$ cat config.mk
export PLATFORM = sky130hd
export DESIGN_NAME = d_prob
export DESIGN_NICKNAME = d
export VERILOG_FILES = /design/src/rtl/d_prob.sv
export SDC_FILE = /design/constraint.sdc
export NUM_CORES = 1
export LEC_CHECK = 0
export CAP_MARGIN = 25
export CORE_MARGIN = 2
export CORE_UTILIZATION = 35
export CTS_BUF_LIST = sky130_fd_sc_hd__clkbuf_2
export CTS_CLUSTER_SIZE = 20
export DETAILED_ROUTE_END_ITERATION = 8
export REMOVE_ABC_BUFFERS = 1
export SYNTH_ARGS = -nofsm -noshare
export SYNTH_HDL_FRONTEND = slang
export SYNTH_SLANG_ARGS = --single-unit
$ cat constraint.sdc
create_clock -name clk -period 0.8 [get_ports clk]
set_input_delay 0.16 -clock clk [delete_from_list [all_inputs] [get_ports clk]]
set_output_delay 0.16 -clock clk [all_outputs]
set_load 0.005 [all_outputs]
$ cat src/rtl/d_prob.sv
// Clipped-score distance: compares a signed prediction against a saturated
// threshold target and registers half the absolute gap, one cycle of latency.
module d_prob #(
  parameter int T_WIDTH = 8
) (
  input  logic               clk,
  input  logic               rst_n,
  input  logic [T_WIDTH:0]   T,
  input  logic [T_WIDTH:0]   q,
  input  logic [T_WIDTH:0]   v,
  output logic [T_WIDTH-1:0] d
);

  localparam int AW = T_WIDTH + 3;

  logic [T_WIDTH-1:0] te;
  logic signed [AW-1:0] te_s;
  logic signed [AW-1:0] t_s;
  logic signed [AW-1:0] v_s;
  logic signed [AW-1:0] vc_s;
  logic signed [AW-1:0] diff_s;
  logic [AW-1:0]        mag;
  logic [AW-1:0]        half;
  logic [T_WIDTH-1:0]   d_next;
  logic [T_WIDTH-1:0]   d_reg;

  // T has one extra magnitude bit; any value with it set saturates to all ones.
  assign te = T[T_WIDTH] ? {T_WIDTH{1'b1}} : T[T_WIDTH-1:0];

  always_comb begin
    te_s   = $signed({3'b000, te});
    v_s    = $signed({{2{v[T_WIDTH]}}, v});
    t_s    = (q != '0) ? te_s : -te_s;
    vc_s   = v_s;
    if (v_s > te_s) begin
      vc_s = te_s;
    end else if (v_s < -te_s) begin
      vc_s = -te_s;
    end
    diff_s = t_s - vc_s;
    mag    = (diff_s < 0) ? $unsigned(-diff_s) : $unsigned(diff_s);
    half   = mag >> 1;
    // |t - vc| <= 2*Te, so the halved value always fits in T_WIDTH bits.
    d_next = half[T_WIDTH-1:0];
  end

  always_ff @(posedge clk or negedge rst_n) begin
    if (!rst_n) begin
      d_reg <= '0;
    end else begin
      d_reg <= d_next;
    end
  end

  assign d = d_reg;

endmodule

==> results of run 1 <==
## layout make-up
class / count / area [um^2] / share of cell area
clock buffer: 3 / 15.0 / 0.00502
inverter: 14 / 52.6 / 0.0176
sequential: 8 / 200 / 0.0670
tap: 67 / 83.8 / 0.0280
timing repair buffer: 116 / 931 / 0.311
multi-input combinational: 201 / 1710 / 0.571
## report_power, final
part | total (W) | switching, W | internal [W]
clock | 0.000214 | 0.000112 | 0.000102
combinational | 0.00267 | 0.00113 | 0.00154
sequential | 0.000641 | 0.0000416 | 0.000599
## worst paths after layout
path,startpoint,endpoint,slack (ps)
setup / recovery,T[3],d[4]$_DFF_PN0_,-4310
hold / removal,rst_n,d[1]$_DFF_PN0_,210
max in group asynchronous,rst_n,d[7]$_DFF_PN0_,350
min in group clk,d[5]$_DFF_PN0_,d[5],790
## worst max-delay path, cell delays in order
cell and delay, ps:
buf_6 90, or4_4 550, or4_4 490, xnor2_4 170
ha_4 230, a21oi_2 110, and3_4 190, nand2_1 40
a21boi_2 140, o31a_1 350, a21oi_4 250, buf_6 130
buf_6 80, mux2_4 290, o21ai_4 140, ha_4 220
nor2b_4 120, o21ai_2 160, a21boi_2 80, o31a_1 260
o22a_1 230, a31oi_4 230, o21ai_4 150, and3_4 200
xor2_1 130
## per-layer routing
layer / global-route usage / up-vias
met1: 0.233 / 934
met3: 0.00268 / 8
met2: 0.341 / 38
met5: 0 / -
li1: - / 1059
met4: 0.0456 / 0
## cell families (layout without fill, tap and decap cells)
family	Yosys count	in the layout	share of synthesized area
and+or+nand+nor	87	88	0.278
AOI/OAI and AO/OA	56	56	0.198
adders and majority gates	29	29	0.211
xor gates and xnor gates	22	22	0.110
buffers and inverters	21	133	0.0535
DFF	8	8	0.114
muxes	6	6	0.0350
## cells in the mapped netlist, types with 2 or more instances
cell	n	area [um^2]
nand2_1	7	26.3
a211o_1	2	17.5
a21boi_0	2	15.0
nor3_1	7	35.0
o21ai_0	14	70.1
dfrtp_1	8	200
nand2b_1	2	12.5
inv_1	13	48.8
a31oi_1	3	18.8
nand3_1	9	45.0
buf_6	2	22.5
nor2_1	28	105
xnor2_1	14	123
or3_1	4	25.0
a21oi_1	13	65.1
and3_1	4	25.0
or4_1	2	15.0
nor2b_1	3	18.8
o21a_1	3	22.5
or2_2	3	18.8
or4_4	2	22.5
a21o_1	3	22.5
o21ai_1	5	25.0
mux2i_1	5	50.1
ha_1	28	350
and3b_1	2	17.5
clkbuf_1	5	18.8
o22ai_1	2	12.5
xor2_1	8	70.1
o31a_1	2	17.5
nand4_1	4	25.0
or3b_2	2	17.5
or2_1	2	12.5
## timing repair
action / CTS / global route
gates resized for setup: 71 / 31
hold buffers: 0 / 0
gates cloned: 1 / 0
pin swaps: 26 / 26
setup buffers: 9 / 4
setup endpoints to repair: 16 / 16
## per-stage QoR
stage / setup slack (ps) / std cells / hold slack [ps] / setup TNS (ps)
floorplan: -4710 / 222 / -136 / -37270
global placement: -4950 / 393 / 445 / -40400
detailed placement: -5130 / 393 / 447 / -41770
CTS: -4360 / 406 / 195 / -35090
global route: -4500 / 409 / 196 / -36610
finish: -4310 / 409 / 205 / -34810
==> out/metrics.yaml, run 1 <==
layout:
  layout_commonest_cell: "buf_4"
  diodes: 0
  drive_above_1_share: 0.415
  final_cell_mix: "buf_4, nor2_1, ha_1"
  syn_to_final_growth_pct: 70.4
  fin_util: 0.625
  design_area_um2: 2990
  largest_register_ffs: 8
  layout.nets: 402
  nFillCells: 426
sta:
  post-route-period-util: 6.39
  fmax_mhz: 196
  slew_headroom: 0.641
  setup_violations: 16
  final_max_slew_viol_count: 0
  setup_slack_ps: -4310
  rsz0062_at_grt: "yes"
  fin_crit_ps: 5110
  worstMarginPinSlew_ps: 533
  hold_viol_final: 0
route:
  wl_met3_um: 156
  wl_per_cell_um: 12.7
  detail-route-antenna-nets: 0
  first_pass_iters: 4
  drc_errors: 0
  vias_per_cell: 4.99
  wl_mm: 5.19
  drt-met1-wl_mm: 2.26
  initialDrtViolationCount: 55
  vias: 2039
  top_layer_used: "met4"
  dr_wl_met2_mm: 2.72
placed_design:
  port_buffers: 36
  post_dp_cell_area_um2: 2670
  place_congestion: 0.765
  dp_hpwl_mm: 3.88
pwr:
  power_w: 0.00352
  peakVddDrop_mv: 0.626
  power_leakage_nw: 1.43
  power_density_nw_per_um2: 1180
die:
  fp-row-count: 25
  die_y_um: 74.8
  top_level_ports: 37
  die-area_um2: 5590
  start_util: 0.367
  die_w_um: 74.8
  core_um2: 4790
worst_setup_path:
  required_ps: 910
  crit_arrival_ps: 5220
  end_kind: "flop"
  startpoint_type: "input port"
  critPathMaxFanout: 9
  critical_path_class: "input port to flop"
min_path:
  hold_path.class: "input port to async pin"
logic_synthesis:
  synth_edf_count: 0
  synthArstFlopShare: 1.00
  synth_flop_cell: "dfrtp_1"
  syn_inst: 229
  post_synth.cell_area_avg_um2: 7.66
  synth_seq_cells: 8
  ys_warn_count: 0
  synth-seq-area-share: 0.114
  netlist_area_um2: 1750
  synth_cell_types: 49
run:
  cap_violations: 0
global_route:
  grt_usage: 0.183
  grt_pass1_vias: 1949
  grt_antenna_before_repair: 0
  grt.overflow.total: 0
  grt_start_max_net_pins: 18
  grt_pass1_wl_mm: 8.32
clock_tree:
  cts.sinks: 8
  clockRootBuffer: "clkbuf_2"
  clk_pin_slew_ps: 60
  clock_path_buffers: 2
  numCtsBuffers: 3
  htreeDepth: 1
  tritoncts: "done"
status:
  violations: "setup timing"
  status: "complete, but fails checks"
(Power assumes the default switching activity.)
==> run 2: changes to the inputs <==
--- a/config.mk
+++ b/config.mk
@@ -6,12 +6,14 @@
 export NUM_CORES = 1
 export LEC_CHECK = 0
 export CAP_MARGIN = 25
+export CORE_ASPECT_RATIO = 0.6
 export CORE_MARGIN = 2
 export CORE_UTILIZATION = 35
 export CTS_BUF_LIST = sky130_fd_sc_hd__clkbuf_2
 export CTS_CLUSTER_SIZE = 20
 export DETAILED_ROUTE_END_ITERATION = 8
 export REMOVE_ABC_BUFFERS = 1
+export SETUP_SLACK_MARGIN = 0.05
 export SYNTH_ARGS = -nofsm -noshare
 export SYNTH_HDL_FRONTEND = slang
 export SYNTH_SLANG_ARGS = --single-unit
==> run 2 against run 1 <==
Compared with the run above:
- the run still ends with setup timing left
- global-route usage rose by 1.9 points
- highest routed layer unchanged
- wire length rose by 12%
- first-iteration DRC count rose by 53%
- sequential cell count did not move
- design area rose by 1.5%
- critical endpoint is now d[1]$_DFF_PN0_
- utilization rose by 2.0 points
- final cell count rose by 1.5%
- via count rose by 4.7%
==> out/metrics.yaml, run 2 (same netlist as run 1, synthesis figures left out) <==
sta:
  hold_viol_final: 0
  setup_violations: 16
  fmax_mhz: 197
  rsz0062_at_grt: "yes"
  post-route-period-util: 6.36
  worstMarginPinSlew_ps: 453
  slew_headroom: 0.695
  setup_slack_ps: -4290
  fin_crit_ps: 5090
  final_max_slew_viol_count: 0
layout:
  layout_commonest_cell: "buf_4"
  diodes: 0
  layout.nets: 412
  largest_register_ffs: 8
  drive_above_1_share: 0.426
  final_cell_mix: "buf_4, nor2_1, ha_1"
  layoutNonFillerInstCount: 415
  syn_to_final_growth_pct: 73.0
placed_design:
  place_congestion: 0.829
  dpl.cell_count: 396
  port_buffers: 36
  dp_hpwl_mm: 4.30
clock_tree:
  cts.sinks: 8
  numCtsBuffers: 3
  htreeDepth: 1
  clk_pin_slew_ps: 90
  clock_path_buffers: 2
  clockRootBuffer: "clkbuf_2"
  tritoncts: "done"
global_route:
  grt_start_max_net_pins: 15
  grt_pass1_wl_mm: 8.94
  grt_usage: 0.202
  grt.overflow.total: 0
  grt_antenna_before_repair: 0
  grt_pass1_vias: 2002
route:
  initialDrtViolationCount: 84
  detail-route-antenna-nets: 0
  wl_mm: 5.83
  vias_per_cell: 5.14
  drc_errors: 0
  wl_per_cell_um: 14.1
  vias: 2135
  first_pass_iters: 4
status:
  status: "complete, but fails checks"
  violations: "setup timing"
pwr:
  power_density_nw_per_um2: 1180
  power_w: 0.00359
  power_leakage_nw: 1.47
  peakVddDrop_mv: 0.876
worst_setup_path:
  startpoint_type: "input port"
  critical_path_class: "input port to flop"
  end_kind: "flop"
  crit_arrival_ps: 5230
  required_ps: 940
  critPathMaxFanout: 5
run:
  cap_violations: 0
die:
  die_y_um: 58.8
  core_um2: 4710
  die-area_um2: 5610
  fp-row-count: 19
  die_w_um: 95.4
  start_util: 0.373
  top_level_ports: 37
min_path:
  hold_path.class: "input port to async pin"
[run 2: routing by layer]
metal | part of all wire | vias to the layer above | global-route usage | wire length, um
met3 | 0.061 | 4 | 0.0384 | 353
met5 | 0 | - | 0 | 0
met2 | 0.45 | 56 | 0.335 | 2620
li1 | - | 1084 | - | -
met1 | 0.48 | 991 | 0.286 | 2820
met4 | 0.0069 | 0 | 0.0184 | 40
[run 2: what timing repair did]
action                                  4_1_cts  5_1_grt
hold buffers                                  0        0
gates cloned                                  1        1
buffers inserted                              8        7
resized for setup                            81       19
endpoints found under the setup margin       16       16
pin swaps                                    30       31
[run 2: worst paths after layout]
kind	startpoint	to	slack [ps]	cells past startpoint
worst max-delay path	T[0]	d[1]$_DFF_PN0_	-4290	24
worst min-delay path	rst_n	d[1]$_DFF_PN0_	220	2
max in group asynchronous	rst_n	d[5]$_DFF_PN0_	480	2
min in group clk	d[5]$_DFF_PN0_	d[5]	830	1
[run 2: final cells by class]
type / count / area [um^2]
sequential: 8 / 200
fill: 419 / 1670
timing repair buffer: 125 / 1010
inverter: 14 / 52.6
clock buffer: 3 / 15.0
tap: 63 / 78.8
multi-input combinational: 202 / 1680
[run 2: stage by stage]
stage | utilization | TNS [ps] | setup slack [ps] | area, um^2 | hold slack, ps
finish | 0.645 | -34810 | -4290 | 3040 | 220
global route | 0.645 | -36400 | -4460 | 3040 | 187
CTS | 0.615 | -35430 | -4380 | 2890 | 231
detailed placement | 0.579 | -42070 | -5150 | 2730 | 501
global placement | 0.579 | -41020 | -5010 | 2730 | 486
floorplan | - | -37270 | -4710 | 1710 | -136
[run 2: power breakdown]
part / total, W / switching [W] / internal [W]
clock network: 0.000261 / 0.000158 / 0.000102
registers: 0.000636 / 0.0000386 / 0.000597
logic: 0.00270 / 0.00116 / 0.00154
[run 2: worst max-delay path, cell delays in order]
cell and delay, ps:
buf_6 90, or4_4 550, or4_4 480, xnor2_4 170
ha_4 230, a21oi_2 130, and3_4 200, nand2_2 40
a21boi_2 140, o31a_1 340, a21oi_4 240, buf_6 150
mux2i_2 230, o21ai_2 110, fa_2 380, nor2b_4 120
o21ai_2 70, a21boi_2 160, o31a_1 160, o22a_1 210
a31oi_4 140, or3_4 390, and3b_1 210, xnor2_1 120
==> RTL edit 1, RTL diff (settings of run 1) <==
Change the parameter `T_WIDTH` from 8 to 10.
--- a/src/rtl/d_prob.sv
+++ b/src/rtl/d_prob.sv
@@ -2,5 +2,5 @@
 // threshold target and registers half the absolute gap, one cycle of latency.
 module d_prob #(
-  parameter int T_WIDTH = 8
+  parameter int T_WIDTH = 10
 ) (
   input  logic               clk,
Interface: changed (resized T, d, q and v); port bits go from 37 to 45. No check against the original RTL was run, so the function may have changed too.
==> RTL edit 1 against run 1 <==
  * The run still ends with setup timing left
  * Synthesized area is 28% higher
  * Design area rose by 41%
  * Cell count up 34%
  * Sequential cell count rose by 2
  * Maximum frequency grew 14%
  * Setup slack gained 630 ps
  * Worst hold slack improved by 23 ps
  * Routed wire length rose by 56%
  * Total power increased by 34%
==> RTL edit 1: results (changes against run 1) <==
status = complete, but fails checks
failing checks = setup timing
placed inst area = 3500 um2 (+31%)
post-CTS sizing = 114 (+61%)
Worst VDD drop = 1.13 mV (+81%)
multi-input logic area = 2250 um2 (+32%)
nets = 545 (+36%)
Mapped Cells = 283 (+24%)
layout cells sized above 1 = 0.525 (+0.110)
CP Max Fanout = 6 (-3)
sequential share of power = 0.170 (-0.012)
Psw = 1.84 mW (+44%)
routed via count = 2854 (+40%)
clock transition at the registers of the reported paths = 90 ps (+30 ps)
Area contributors post-synth = ha_1, dfrtp_1, nor2_1
Power Clock = 0.256 mW (+20%)
DP HPWL = 5.25 mm (+35%)
vias in the first global route = 2779 (+43%)
final setup fails = 20 (+4)
synth unique cells = 61 (+24%)
register area = 250 um2 (+25%)
nonclk buf count = 194 (+67%)
worst setup margin = -3680 ps (+631 ps)
metal2 WL = 4.31 mm (+58%)
clock-cell share of area = 0.00356 (-0.00146)
PortBufs = 44 (+22%)
M1 wire length = 3.24 mm (+44%)
met3 Usage GRT = 0.0109 (+0.00820)
==> RTL edit 1: path summary, 6_finish.rpt <==
kind	startpoint	endpoint	slack (ps)	depth (start not counted)
setup / recovery	T[10]	d[2]$_DFF_PN0_	-3680	25
min in group clk	T[0]	d[0]$_DFF_PN0_	760	6
hold / removal	rst_n	d[5]$_DFF_PN0_	230	2
max in group asynchronous	rst_n	d[4]$_DFF_PN0_	470	2
==> RTL edit 1: metrics by stage <==
stage          total power [mW]  setup WS (ps)
2_1_floorplan              2.34          -4550
3_3_place_gp               4.04          -4540
3_5_place_dp               4.11          -4620
4_1_cts                    4.50          -3580
5_1_grt                    5.10          -3970
6_report                   4.72          -3680
==> RTL edit 1: logic make-up (layout without fill, tap and decap cells) <==
kind of cell,Yosys count,count (layout),synth area share
xor gates and xnor gates,29,29,0.117
AOI/OAI and AO/OA,74,74,0.222
and+or+nand+nor,108,109,0.278
buffers and inverters,21,209,0.0441
muxes,5,5,0.0229
DFF,10,10,0.112
adders and majority gates,36,36,0.204
==> RTL edit 2, RTL diff (settings of run 1) <==
Made on the original files. Register the output `d` once more, without a reset; this adds one clock of latency there.
--- a/src/rtl/d_prob.sv
+++ b/src/rtl/d_prob.sv
@@ -53,5 +53,7 @@
   end
 
-  assign d = d_reg;
+  always_ff @(posedge clk) begin
+    d <= d_reg;
+  end
 
 endmodule
Formal check against the unedited RTL: not equivalent (a bounded check fails within 4 cycles, from zero or initial values and one cycle with rst_n low).
==> RTL edit 2 against run 1 <==
  * The flow still finishes with violations (setup timing)
  * Utilization is 2.4 points lower
  * Synthesized area up 9.1%
  * Total power grew 16%
  * Non-clock buffer count increased by 5
  * Design area up 4.6%
  * Sequential cell count rose by 8
  * Setup slack improved by 88 ps
  * Global-route usage decreased by 2.7 points
  * Routed wire length down 5.0%
  * Worst hold slack lost 21 ps
  * Critical path type unchanged
  * Critical endpoint is now d_reg[0]$_DFF_PN0_
==> RTL edit 2: results (changes against run 1) <==
layout cells sized above 1 = 0.389 (-0.0258)
# fillers = 488 (+15%)
critical path arrival = 5240 ps (+20 ps)
initial antenna violation count = 0 (unchanged)
Post-Place Cells = 409 (+4.1%)
Total GRT Usage = 0.156 (-0.0273)
Placer Congestion = 0.825 (+7.8%)
asr flop ratio synth = 0.500 (-0.500)
nets = 416 (+3.5%)
Psw = 1.35 mW (+5.3%)
Finished Layout Cells = 427 (+4.4%)
Setup Skew = 7.20 ps
antenna cells = 0 (unchanged)
final setup fails = 16 (unchanged)
R2R cell count = 0
Clk Latency, worst-skew pair = 270 ps
crit path max-delay cell type = or4_4
Seq/Total Area, Yosys = 0.188 (+0.0741)
DRT iter0 DRCs = 45 (-18%)
synth warn = 0 (unchanged)
gr ovfl total = 0 (unchanged)
first-pass detailed-route iteration total = 4 (unchanged)
Slew HR = 0.629 (-0.0125)
clock transition at the registers of the reported paths = 140 ps (+80 ps)
Top delay family on crit path = compound AO/OA/AOI/OAI gates
Max clock buf depth = 2 (unchanged)
Most used DFF post-synth = dfxtp_1
syn avg cell area = 8.08 um2 (+5.4%)
failing checks = setup timing
Leakage = 1.51 nW (+5.5%)
r2r setup slk = 330 ps
synth unique cells = 50 (+2.0%)
CP Max Fanout = 4 (-5)
status = complete, but fails checks
pin count of the biggest net entering global routing = 18 (unchanged)
worst setup margin = -4220 ps (+88.2 ps)
Worst VDD drop = 0.909 mV (+45%)
max FFs per register = 16 (+8)
Area contributors post-synth = ha_1, dfrtp_1, dfxtp_1
placed inst area = 2880 um2 (+8.0%)
worst hold path class = primary input to async pin
post-detailed-route wirelength per cell = 11.5 um (-9.1%)
vias in the first global route = 1974 (+1.3%)
vias per cell = 4.91 (-1.4%)
first-pass GRT wire length = 8.03 mm (-3.5%)
DP HPWL = 3.85 mm (-0.62%)
TNS Setup = -34070 ps (+739 ps)
H-tree Lvls = 1 (unchanged)
[RTL edit 2: per-stage QoR]
step | setup slack (ps) | hold slack, ps
global route | -4380 | 155
global placement | -4950 | 325
detailed placement | -5090 | 329
finish | -4220 | 184
CTS | -4260 | 171
floorplan | -4710 | -136
[RTL edit 2: cell families after synthesis]
kind of cell             Yosys count  synth area share
flip-flops                        16             0.188
adder cells (fa/ha/maj)           29             0.193
AO/OA/AOI/OAI                     56             0.182
multiplexers                       6            0.0320
XOR/XNOR                          22             0.101
AND/OR/NAND/NOR                   87             0.255
buffers and inverters             21            0.0490
[RTL edit 2: per-layer routing]
layer / track usage / up-vias / part of all wire
met5: 0 / - / 0
met4: 0.0316 / 0 / 0.0077
met3: 0.00465 / 4 / 0.022
met2: 0.304 / 31 / 0.54
met1: 0.188 / 962 / 0.43
li1: - / 1101 / -
[RTL edit 2: worst max path at each step]
stage          start  cells after the start            endpoint
2_1_floorplan   T[3]                     24  d_reg[4]$_DFF_PN0_
3_3_place_gp    T[2]                     25  d_reg[4]$_DFF_PN0_
3_5_place_dp    T[2]                     25  d_reg[4]$_DFF_PN0_
4_1_cts         T[2]                     25  d_reg[1]$_DFF_PN0_
5_1_grt         T[2]                     25  d_reg[2]$_DFF_PN0_
6_report        T[2]                     25  d_reg[0]$_DFF_PN0_
[RTL edit 2: timing repair]
action,4_1_cts,5_1_grt
gates resized for setup,75,14
gates cloned,1,1
endpoints found under the setup margin,16,16
setup buffers,5,8
pin swaps,33,19
[RTL edit 2: layout make-up]
cell class                      instances  area (um2)  share of cell area
Clock buffer                            3        15.0             0.00480
Clock inverter                          1        3.75             0.00120
Inverter                               14        52.6              0.0168
Multi-Input combinational cell        202        1640               0.523
Sequential cell                        16         360               0.115
Tap cell                               70        87.6              0.0280
Timing Repair Buffer                  121         971               0.311
[RTL edit 2: power groups by stage]
stage	Combinational, mW	Sequential, mW	Clock, mW
4_1_cts	2.32	1.28	0.351
6_report	2.49	1.27	0.331
3_3_place_gp	2.33	1.29	0
2_1_floorplan	1.07	1.32	0
5_1_grt	2.75	1.31	0.382
3_5_place_dp	2.36	1.31	0
